**config.mk**
```make
export PLATFORM = sky130hd
export DESIGN_NAME = flopoco_fadd_result_capture
export DESIGN_NICKNAME = d
export VERILOG_FILES = /design/src/rtl/flopoco_fadd_result_capture.sv
export SDC_FILE = /design/constraint.sdc
export NUM_CORES = 1
export LEC_CHECK = 0
export CAP_MARGIN = 20
export CORE_UTILIZATION = 50
export CTS_CLUSTER_SIZE = 8
export DETAILED_ROUTE_END_ITERATION = 16
export PLACE_DENSITY = 0.83
export SLEW_MARGIN = 20
export SYNTH_ARGS = -nofsm -noshare
export SYNTH_HDL_FRONTEND = slang
export SYNTH_SLANG_ARGS = --single-unit
```
**constraint.sdc**
```tcl
create_clock -name clk -period 5 [get_ports clk]
set_input_delay 1 -clock clk [delete_from_list [all_inputs] [get_ports clk]]
set_output_delay 1 -clock clk [all_outputs]
set_load 0.05 [all_outputs]
```
**src/rtl/flopoco_fadd_result_capture.sv**
```systemverilog
// Receive-side companion for a fixed-latency FloPoCo adder core.
// Tracks issued operand pairs with a token shift register, captures the core
// result when its token leaves the pipe, and queues it in a FWFT FIFO.
// Issue is credit-throttled so a captured result always finds a free slot.
module flopoco_fadd_result_capture #(
  parameter int WE      = 4,
  parameter int WF      = 4,
  parameter int W       = WE + WF + 3,
  parameter int LATENCY = 4,
  parameter int DEPTH   = 8
) (
  input  logic                         clk,
  input  logic                         rst_n,
  input  logic                         in_valid,
  output logic                         in_ready,
  input  logic [W-1:0]                 core_r,
  output logic                         out_valid,
  input  logic                         out_ready,
  output logic [W-1:0]                 out_data,
  output logic [1:0]                   out_exn,
  output logic [$clog2(LATENCY+1)-1:0] inflight,
  output logic [15:0]                  nan_count,
  output logic                         overflow
);

  localparam int IW = $clog2(LATENCY + 1);
  localparam int AW = $clog2(DEPTH);
  localparam int CW = $clog2(DEPTH + 1);

  // Saturating increment for the NaN event counter.
  function automatic logic [15:0] sat_inc16(input logic [15:0] v);
    return (v == 16'hFFFF) ? v : v + 16'd1;
  endfunction

  logic [LATENCY-1:0] vld_sr;
  logic [LATENCY-1:0] vld_nxt;
  logic [IW-1:0]      inflight_q;
  logic [AW-1:0]      wptr;
  logic [AW-1:0]      rptr;
  logic [CW-1:0]      cnt;
  logic [W-1:0]       mem [DEPTH];

  logic fire;
  logic cap;
  logic full;
  logic wr;
  logic pop;
  logic cap_nan;

  // Credit: every issued-but-unconsumed result owns a FIFO slot, so the sum of
  // tokens in flight and queued entries bounds new issue. Registered state only.
  assign in_ready  = ({{(32-IW){1'b0}}, inflight_q} + {{(32-CW){1'b0}}, cnt}) < DEPTH;
  assign fire      = in_valid & in_ready;
  assign cap       = vld_sr[LATENCY-1];
  assign full      = (cnt == CW'(DEPTH));
  assign wr        = cap & ~full;
  assign out_valid = (cnt != '0);
  assign pop       = out_valid & out_ready;
  assign cap_nan   = (core_r[W-1:W-2] == 2'b11);

  assign out_data  = mem[rptr];
  assign out_exn   = out_data[W-1:W-2];
  assign inflight  = inflight_q;

  // Shift-in of the issue token; the top bit falls off as the capture strobe.
  assign vld_nxt = (vld_sr << 1) | LATENCY'(fire);

  // ---- stage: issue token pipeline (mirrors the core's latency) ----
  // Token shift register and its population count.
  always_ff @(posedge clk or negedge rst_n) begin
    if (!rst_n) begin
      vld_sr     <= '0;
      inflight_q <= '0;
    end else begin
      vld_sr <= vld_nxt;
      // Guard the decrement so a token that never went through issue cannot wrap the count.
      if (fire && !cap)
        inflight_q <= inflight_q + IW'(1);
      else if (!fire && cap && inflight_q != '0)
        inflight_q <= inflight_q - IW'(1);
    end
  end

  // ---- stage: capture into result FIFO ----
  // FIFO storage holds data only; validity lives in the pointers and count.
  always_ff @(posedge clk) begin
    if (wr)
      mem[wptr] <= core_r;
  end

  // FIFO pointers and occupancy; simultaneous capture and pop leaves count unchanged.
  always_ff @(posedge clk or negedge rst_n) begin
    if (!rst_n) begin
      wptr <= '0;
      rptr <= '0;
      cnt  <= '0;
    end else begin
      if (wr)
        wptr <= wptr + AW'(1);
      if (pop)
        rptr <= rptr + AW'(1);
      if (wr && !pop)
        cnt <= cnt + CW'(1);
      else if (!wr && pop)
        cnt <= cnt - CW'(1);
    end
  end

  // NaN statistics on stored results and sticky overflow on a dropped capture.
  always_ff @(posedge clk or negedge rst_n) begin
    if (!rst_n) begin
      nan_count <= '0;
      overflow  <= 1'b0;
    end else begin
      if (wr && cap_nan)
        nan_count <= sat_inc16(nan_count);
      if (cap && full)
        overflow <= 1'b1;
    end
  end

endmodule

```
==> Word level (Yosys, flattened, before mapping) <==
Memory sizes are Yosys's and may differ from the RTL's.
Cells that the tools add are included.
{ "totals": {"output_inout_bits": 35, "elab_cells": 48, "ramBits": 88, "in_bits": 15, "regBits": 34, "mem_count": 1} }
{ "mem_list": {"columns": ["memory", "words", "width", "rd", "rd_clocked_by_memory_dff", "write_ports", "line_no", "text"], "rows": [
  ["mem", 8, 11, 1, 0, 1, "41", "logic [W-1:0] mem [DEPTH];"]
]} }
{ "classes": {"eq_ne": 3, "mux": 6, "n_lt_le_gt_ge": 1, "n_addsub": 8, "n_reduce_logical": 16, "n_bitwise": 6} }
{ "op_table": {"columns": ["operator", "count"], "rows": [
  ["$add 16x1->16 const B", 1],
  ["$eq 16x16->1 const B", 1],
  ["$add 3x1->3 const B", 3],
  ["$mux 4", 2],
  ["$logic_and 1x1->1", 7],
  ["$mux 3", 2],
  ["$add 3x4->5", 1],
  ["$lt 5x4->1 const B", 1],
  ["$add 4x1->4 const B", 1],
  ["$eq 4x4->1 const B", 1],
  ["$logic_not 1->1", 4],
  ["$or 4x1->4", 1],
  ["$reduce_bool 2->1", 2],
  ["$reduce_bool 4->1", 1],
  ["$sub 4x1->4 const B", 1],
  ["$and 1x1->1", 3],
  ["$reduce_bool 3->1", 1],
  ["$sub 3x1->3 const B", 1],
  ["$eq 2x2->1 const B", 1],
  ["$mux 1", 2],
  ["$not 1->1", 2],
  ["$reduce_and 2->1", 1]
]} }

==> Depth between registers and ports, before layout <==
Gate-level depths: netlist (run 1).
{ "logic_depth": {"depth_word": 8, "mapped_depth": 10, "depth_no_buf": 10} }

==> Worst setup path after synthesis (run 1) <==
No wires, ideal clock.
{ "synth_path": {"path_type": "register to output", "from": "register rptr[0]", "to": "output out_exn[1]", "slack_ns": 1.946, "stages_incl_launch_ff": 6, "required_time_ns": 4.000, "arrival_time_ns": 2.054, "cell_sequence": "dfrtp_1 -> clkbuf_1 -> buf_2 -> mux4_2 -> mux2_2 -> buf_4"} }
{ "synth_via": {"elab_chain_len": 1} }
{ "synth_lines": {"columns": ["item", "line_no", "text"], "rows": [
  ["start: declaration", "39", "logic [AW-1:0] rptr;"],
  ["start signal: assignment", "101", "rptr <= rptr + AW'(1);"],
  ["$mem_v2 8x11", null, null],
  ["end: declaration", "20", "output logic [1:0] out_exn,"]
]} }
Every way passes these cells.

==> Worst setup path after layout (run 1) <==
{ "layout_path": {"from": "register rptr[0]", "to": "output out_data[8]"} }
{ "layout_via": {"elab_chain_len": 1} }
{ "layout_lines": {"columns": ["item", "line_no", "text"], "rows": [
  ["$mem_v2 8x11", null, null],
  ["end: declaration", "19", "output logic [W-1:0] out_data,"]
]} }
Every way passes these cells.

==> summary.md, run 1 <==
| Metric | Value |
|---|---|
| Pin count of the biggest net entering global routing | `35` |
| Avg WL per Cell | `19.6 um` |
| H-tree depth | `4` |
| Initial antenna violation count | `0` |
| Minimum clock period | `approximately 4300 ps` |
| First-pass DRT Iterations | `4` |
| Post-CTS Setup Bufs | `0` |
| NumNets Final | `~390` |
| Leak Pwr | `between 2 and 2.5 nW` |
| Iteration-0 DRC Markers | `between 150 and 200` |
| Sequential share of the synthesized area | `around 67%` |
| GRT met3 Usage | `under 10%` |
| CTS resizes | `0` |
| Clk_lat worst skew | `around 510 ps` |
| Clock Sinks | `approximately 120` |
| Final Hold Vio Count | `0` |
| Core area | `between 9000 and 10000 um2` |
| Yosys reg bits | `between 100 and 150` |
| Crit end category | `output pin` |
| Most used routing layer | `met2` |
| Worst-path clk slew | `~60 ps` |
| Via count | `roughly 2900` |
| RSZ-0062 raised after global routing | `false` |
| Crit share post-route | `between 80% and 90%` |
| Yosys Warn Count | `0` |
| Count of final setup violators | `0` |
| Starting Density | `52.5%` |
| Slew @ Worst Pin | `about 1100 ps` |
| IO Pins | `50` |
| Filler cells | `680` |
| Peak supply drop | `0.000460 V` |
| Met1 GRT Util | `between 20% and 30%` |
| Worst R2R Start | `cnt[0]$_DFFE_PN0P_` |
| Synthesized cell area | `~5200 um2` |
| Clock buffer depth | `2` |
| Detailed Place HPWL | `slightly above 6000 um` |
| CTS buffer count | `17` |
| WP data arrival | `3270 ps` |
| Syn Nets | `324` |
| Ant. Diodes | `0` |
| Share of cells above drive strength 1 | `24.5%` |
| First-pass GRT wire length | `16300 um` |
| Hold buffer count at CTS | `0` |
| M2 GR Usage | `between 30% and 40%` |
| Synth Area per Inst | `~17 um2` |
| Setup crit start | `rptr[0]$_DFFE_PN0P_` |
| Layout area overhead | `24.9%` |
| Syn Inst Count | `299` |
| Startpoint types | `flop` |
| Fmax | `234 MHz` |
| Post-synth EDFFs | `88` |
| Asr flop ratio synth | `27.9%` |
| Worst Path Required | `4000 ps` |
| Global Route Usage Sum | `20.4%` |
| Root Buffer | `clkbuf_8` |
| Main synth FF type | `edfxtp_1` |
| Hold path startpoint | `vld_sr[1]$_DFF_PN0_` |
| Vias in the first global route | `about 3000` |
| Max_cap viols | `0` |
| Site row count | `36` |
| Pins over their slew limit | `0` |
| CTS tree | `yes` |
| Status | `completed` |
| Total power draw | `between 4 and 5 mW` |
| PwrDens | `approximately 660 nW/um2` |
| Die area | `10800 um2` |
| Final WL | `roughly 10000 um` |
| Setup Crit Path Kind | `flop to output pin` |
| Slowest CP cell | `dfrtp_1` |
| Die Ht | `a little over 100 um` |
| Cells after DPL | `roughly 480` |
| Clock Skews | `about 6 ps` |
| Antenna viol nets, final | `0` |
| CP Max Fanout | `13` |
| Cells along the critical path | `buf_4 > mux4_2 > mux2_2 > clkdlybuf4s50_1` |
| IO Port Bufs | `49` |
| Synth unique cells | `50` |
| CP peak stage delay | `between 800 and 900 ps` |
| Setup_tns | `0 ps` |
| Worst Hold Class | `flop to flop` |
| GP Congestion | `0.744` |
| Vias per cell | `approximately 5.6` |
| Buf/Inv on CP | `2` |
| Max_slew headroom | `about a quarter` |
| Total gr overflow | `0` |
| DRC violations left | `0` |
| Die Width | `just over 100 um` |
| Crit-path leading delay family | `buffers and inverters` |
| Final Non-Filler Cells | `around 510` |
## registers in the layout (all words and copies together), names as in the netlist
name and cells:
mem 88, nan_count 16, cnt 4, vld_sr 4
inflight 3, rptr 3, wptr 3, overflow 1
## cells in the final DEF, fill, tap and decap left out, types with 8 or more instances in the layout
cell type / count
clkbuf_16: 16
xnor2_1: 8
inv_6: 8
xor2_1: 13
ha_1: 8
dfrtp_1: 34
edfxtp_1: 88
mux4_2: 22
mux2_2: 13
clkdlybuf4s50_1: 49
nand2_1: 13
## where the power goes
group / switching (mW) / total, mW / leakage [nW] / internal [mW]
sequential: 0.233 / 1.48 / 1.22 / 1.25
clock: 0.454 / 1.28 / 0.299 / 0.822
combinational: 0.860 / 1.51 / 0.834 / 0.654
total: 1.55 / 4.27 / 2.35 / 2.72
## per-stage QoR
| step | worst slack, ps | utilization, % | hold slack (ps) | area [um2] |
|---|---|---|---|---|
| after floorplan | 1950 | - | 331 | 5200 |
| after global placement | 1260 | 59.2 | 336 | 5860 |
| after detailed placement | 1250 | 59.2 | 347 | 5870 |
| after CTS | 616 | 65.5 | 357 | 6490 |
| after global routing | 562 | 65.5 | 373 | 6490 |
| final | 728 | 65.5 | 353 | 6490 |
## area by class of cell
class                   count  area (um2)  area share [%]
repair buffers             55         536            8.25
inverters                   7        26.3           0.405
multi-input cells         159        1650            25.4
well taps                 133         166            2.56
clock buffers              18         418            6.43
flip-flops and latches    122        3490            53.8
clock inverters            14         205            3.16
## metal layers
| metal | routed length, um | part of all wire [%] | up-vias |
|---|---|---|---|
| met5 | 0 | 0 | - |
| met4 | 166 | 1.7 | 0 |
| met3 | 565 | 5.7 | 20 |
| met2 | 5140 | 52 | 96 |
| met1 | 4090 | 41 | 1441 |
| li1 | - | - | 1312 |
## worst reg2reg max path: cells and delay by family (launching register included)
kind	cells	cell delay (ps)
AO/OA/AOI/OAI	2	370
XOR/XNOR	1	130
adder cells (fa/ha/maj)	2	470
buffers and inverters	2	250
flip-flops	1	460
multiplexers	1	230
AND/OR/NAND/NOR	2	920
## logic make-up (layout without fill, tap and decap cells)
kind of cell               after synthesis  after routing  share of synthesized area [%]
DFF                                    122            122                           67.2
adders and majority gates               10             10                           2.70
buffers and inverters                   18             94                           1.52
muxes                                   39             39                           13.1
xor gates and xnor gates                21             21                           3.54
and+or+nand+nor                         63             63                           7.72
AOI/OAI and AO/OA                       26             26                           4.21
## cell usage after synthesis (2+ instances only)
master     instances  share of area [%]
edfxtp_1          88                 51
dfrtp_1           34                 16
mux4_2            22                9.5
mux2_2            13                2.8
nand2_1           13               0.94
xor2_1            13                2.2
nor2_1            10               0.72
ha_1               8                1.9
xnor2_1            8                1.3
nand3_1            7               0.67
inv_1              6               0.43
a211oi_1           5               0.72
a21oi_1            5               0.48
clkbuf_1           5               0.36
nor3_1             5               0.48
nand2b_1           4               0.48
nand4_1            4               0.48
nor4_1             4               0.48
a2111oi_2          3               0.87
buf_2              3               0.29
mux2i_1            3               0.58
and3_1             2               0.24
buf_4              2               0.29
fa_1               2               0.77
nand4_4            2               0.82
o211ai_1           2               0.29
o21ai_0            2               0.19
o31ai_1            2               0.29
## worst paths after layout
| path | cells after the start | slack [ps] | end |
|---|---|---|---|
| worst max-delay path | 4 | 730 | out_data[8] |
| worst min-delay path | 0 | 350 | vld_sr[2]$_DFF_PN0_ |
| worst max register to register | 10 | 2100 | cnt[3]$_DFFE_PN0P_ |
| worst min register to register | 0 | 350 | vld_sr[2]$_DFF_PN0_ |
| max in group asynchronous | 2 | 3780 | nan_count[7]$_DFFE_PN0P_ |
| min in group asynchronous | 2 | 900 | inflight[2]$_DFFE_PN0P_ |
(Power assumes the default switching activity.)
==> run 2, diff against run 1 <==
CORE_MARGIN = 2   (was unset)
==> run 2 against run 1 <==
Net effect: cell area increased by 0.37%; total power about the same; core utilization decreased by 1.8 points; fmax increased by 6.0%; critical path depth unchanged; clock skew increased by 0.56 ps; routed wire length decreased by 2.1%; combinational power about the same; non-clock buffer count increased by 3; final cell count increased by 1.2%; sequential share of layout area decreased by 0.20 points; critical path type unchanged.
==> summary.md, run 2 (same netlist as run 1, synthesis figures left out) <==
| Metric | Value |
|---|---|
| DRC violations left | `0 (unchanged)` |
| WP data arrival | `3030 ps (was 3270 ps)` |
| Cells after DPL | `482 (was 476)` |
| Die area | `11200 um2 (was 10800 um2)` |
| H-tree depth | `4 (unchanged)` |
| Crit share post-route | `80.6% (was 85.4%)` |
| Pins over their slew limit | `0 (unchanged)` |
| Vias in the first global route | `3028 (was 3018)` |
| Combinational power share | `35.6% (was 35.5%)` |
| Die Width | `106 um (was 104 um)` |
| Final Hold Vio Count | `0 (unchanged)` |
| Avg WL per Cell | `19.0 um (was 19.6 um)` |
| Cells along the critical path | `buf_4 > mux4_2 > mux2_2 > clkdlybuf4s50_1 (unchanged)` |
| Hold path startpoint | `vld_sr[2]$_DFF_PN0_ (was vld_sr[1]$_DFF_PN0_)` |
| IO Pins | `50 (unchanged)` |
| NumNets Final | `390 (was 387)` |
| R2R depth | `10 (unchanged)` |
| CP peak stage delay | `700 ps (was 810 ps)` |
| Final hold slack | `361 ps (was 353 ps)` |
| Iteration-0 DRC Markers | `190 (was 171)` |
| Root Buffer | `clkbuf_8 (unchanged)` |
| P_int | `2.72 mW (about the same)` |
| Sw power | `1.54 mW (was 1.55 mW)` |
| Hold-critical path endpoint | `vld_sr[3]$_DFF_PN0_ (was vld_sr[2]$_DFF_PN0_)` |
| Setup Crit Path Kind | `flop to output pin (unchanged)` |
| R2R setup slack | `2060 ps (was 2100 ps)` |
| Met2 routed WL | `5070 um (was 5140 um)` |
| Slowest CP cell | `clkdlybuf4s50_1 (was dfrtp_1)` |
| Worst Hold Class | `flop to flop (unchanged)` |
| Global Route Usage Sum | `19.0% (was 20.4%)` |
| Flop pwr share | `34.4% (was 34.7%)` |
| Final WL | `9760 um (was 9960 um)` |
| RSZ-0062 raised after global routing | `false (unchanged)` |
| Max_slew headroom | `25.4% (was 26.1%)` |
| Vias per cell | `5.68 (was 5.65)` |
| Minimum clock period | `4030 ps (was 4270 ps)` |
| Core area | `10200 um2 (was 9910 um2)` |
| Post-CTS Setup Bufs | `0 (unchanged)` |
| Clock Skews | `6.51 ps (was 5.95 ps)` |
| Hold buffer count at CTS | `0 (unchanged)` |
| Clk_lat worst skew | `510 ps (about the same)` |
| Die Ht | `106 um (was 104 um)` |
| First-pass DRT Iterations | `4 (unchanged)` |
| Worst Path Required | `4000 ps (about the same)` |
| CTS resizes | `0 (unchanged)` |
| Detailed Place HPWL | `6060 um (was 6130 um)` |
| Max FFs per register | `88 (unchanged)` |
| CP Max Fanout | `18 (was 13)` |
| Max_cap viols | `0 (unchanged)` |
| Slew @ Worst Pin | `1110 ps (was 1100 ps)` |
| Worst R2R Start | `cnt[0]$_DFFE_PN0P_ (unchanged)` |
| Wl on met1 | `4100 um (was 4090 um)` |
| Antenna viol nets, final | `0 (unchanged)` |
| Initial antenna violation count | `0 (unchanged)` |
| Most frequent cells in the layout | `88 x edfxtp_1, 49 x clkdlybuf4s50_1, 34 x dfrtp_1 (unchanged)` |
| Layout area overhead | `25.4% (was 24.9%)` |
| First-pass GRT wire length | `16000 um (was 16300 um)` |
| Fmax | `248 MHz (was 234 MHz)` |
| Clock Sinks | `122 (unchanged)` |
| Ant. Diodes | `0 (unchanged)` |
| PwrDens | `655 nW/um2 (was 658 nW/um2)` |
| Setup_tns | `0 ps (unchanged)` |
| Final Non-Filler Cells | `514 (was 508)` |
| Uppermost layer routed | `met4 (unchanged)` |
| Worst-path clk slew | `60 ps (about the same)` |
| Top Registers | `mem x88, nan_count x16 (unchanged)` |
| Total gr overflow | `0 (unchanged)` |
| Sw Ratio | `36.1% (was 36.2%)` |
| Leak Pwr | `2.38 nW (was 2.35 nW)` |
| Count of final setup violators | `0 (unchanged)` |
| CTS buffer count | `17 (unchanged)` |
| Met3 WL | `457 um (was 565 um)` |
| Hold Path Cell Cnt | `0 (unchanged)` |
| Share of cells above drive strength 1 | `24.6% (was 24.5%)` |
| Commonest non-fill, non-tap cell in the layout | `edfxtp_1 (unchanged)` |
| Largest reg by FF count | `mem (unchanged)` |
| Pin count of the biggest net entering global routing | `35 (unchanged)` |
| Peak supply drop | `0.000433 V (was 0.000460 V)` |
| Starting Density | `50.8% (was 52.5%)` |
| GP Congestion | `0.775 (was 0.744)` |
| Startpoint types | `flop (unchanged)` |
| R2r endpoint | `cnt[3]$_DFFE_PN0P_ (unchanged)` |
| IO Port Bufs | `49 (unchanged)` |
| Site row count | `37 (was 36)` |
| Status | `completed (unchanged)` |
| CTS tree | `yes (unchanged)` |
| Clock buffer depth | `2 (unchanged)` |
| Via count | `2918 (was 2869)` |
| Share of total power in the clock network | `30.0% (was 29.9%)` |
| Crit end category | `output pin (unchanged)` |
[run 2: routing by layer]
| layer | track usage (%) | vias up |
|---|---|---|
| met4 | 6.30 | 0 |
| met1 | 24.3 | 1512 |
| met5 | 0 | - |
| met3 | 5.70 | 15 |
| li1 | - | 1317 |
| met2 | 31.3 | 74 |
[run 2: worst max-delay path, delay by kind of cell, from the launching register on]
family | cells | cell delay [ps]
DFF | 1 | 550
buffers and inverters | 2 | 1120
muxes | 2 | 850
[run 2: final cells by class]
| type | instances | area [um2] |
|---|---|---|
| clock buffers | 17 | 414 |
| clock inverters | 15 | 214 |
| fillers | 711 | 3710 |
| inverters | 7 | 26.3 |
| multi-input cells | 159 | 1640 |
| flip-flops and latches | 122 | 3490 |
| well taps | 136 | 170 |
| repair buffers | 58 | 558 |
[run 2: how the worst max path moves through the flow]
stage,start,end,slack [ps],depth (start not counted)
2_1_floorplan,rptr[0]$_DFFE_PN0P_,out_exn[1],1950,5
3_3_place_gp,rptr[0]$_DFFE_PN0P_,out_data[10],1500,4
3_5_place_dp,rptr[0]$_DFFE_PN0P_,out_data[10],1460,4
4_1_cts,rptr[0]$_DFFE_PN0P_,out_data[10],900,4
5_1_grt,rptr[0]$_DFFE_PN0P_,out_data[10],810,4
6_report,rptr[0]$_DFFE_PN0P_,out_data[10],970,4
[run 2: metrics by stage]
stage | cell area, um2 | power, mW | utilization [%] | setup slack, ps
floorplan | 5200 | 2.57 | - | 1950
global placement | 5890 | 2.96 | 57.6 | 1500
detailed placement | 5890 | 3.00 | 57.6 | 1460
CTS | 6520 | 4.31 | 63.7 | 903
global route | 6520 | 4.46 | 63.7 | 813
finish | 6520 | 4.27 | 63.7 | 969
[run 2: power groups by stage]
stage,combinational (mW),sequential (mW),clock [mW]
floorplan,1.09,1.48,0
finish,1.52,1.47,1.28
detailed placement,1.52,1.48,0
CTS,1.54,1.47,1.30
global route,1.62,1.49,1.35
global placement,1.48,1.47,0
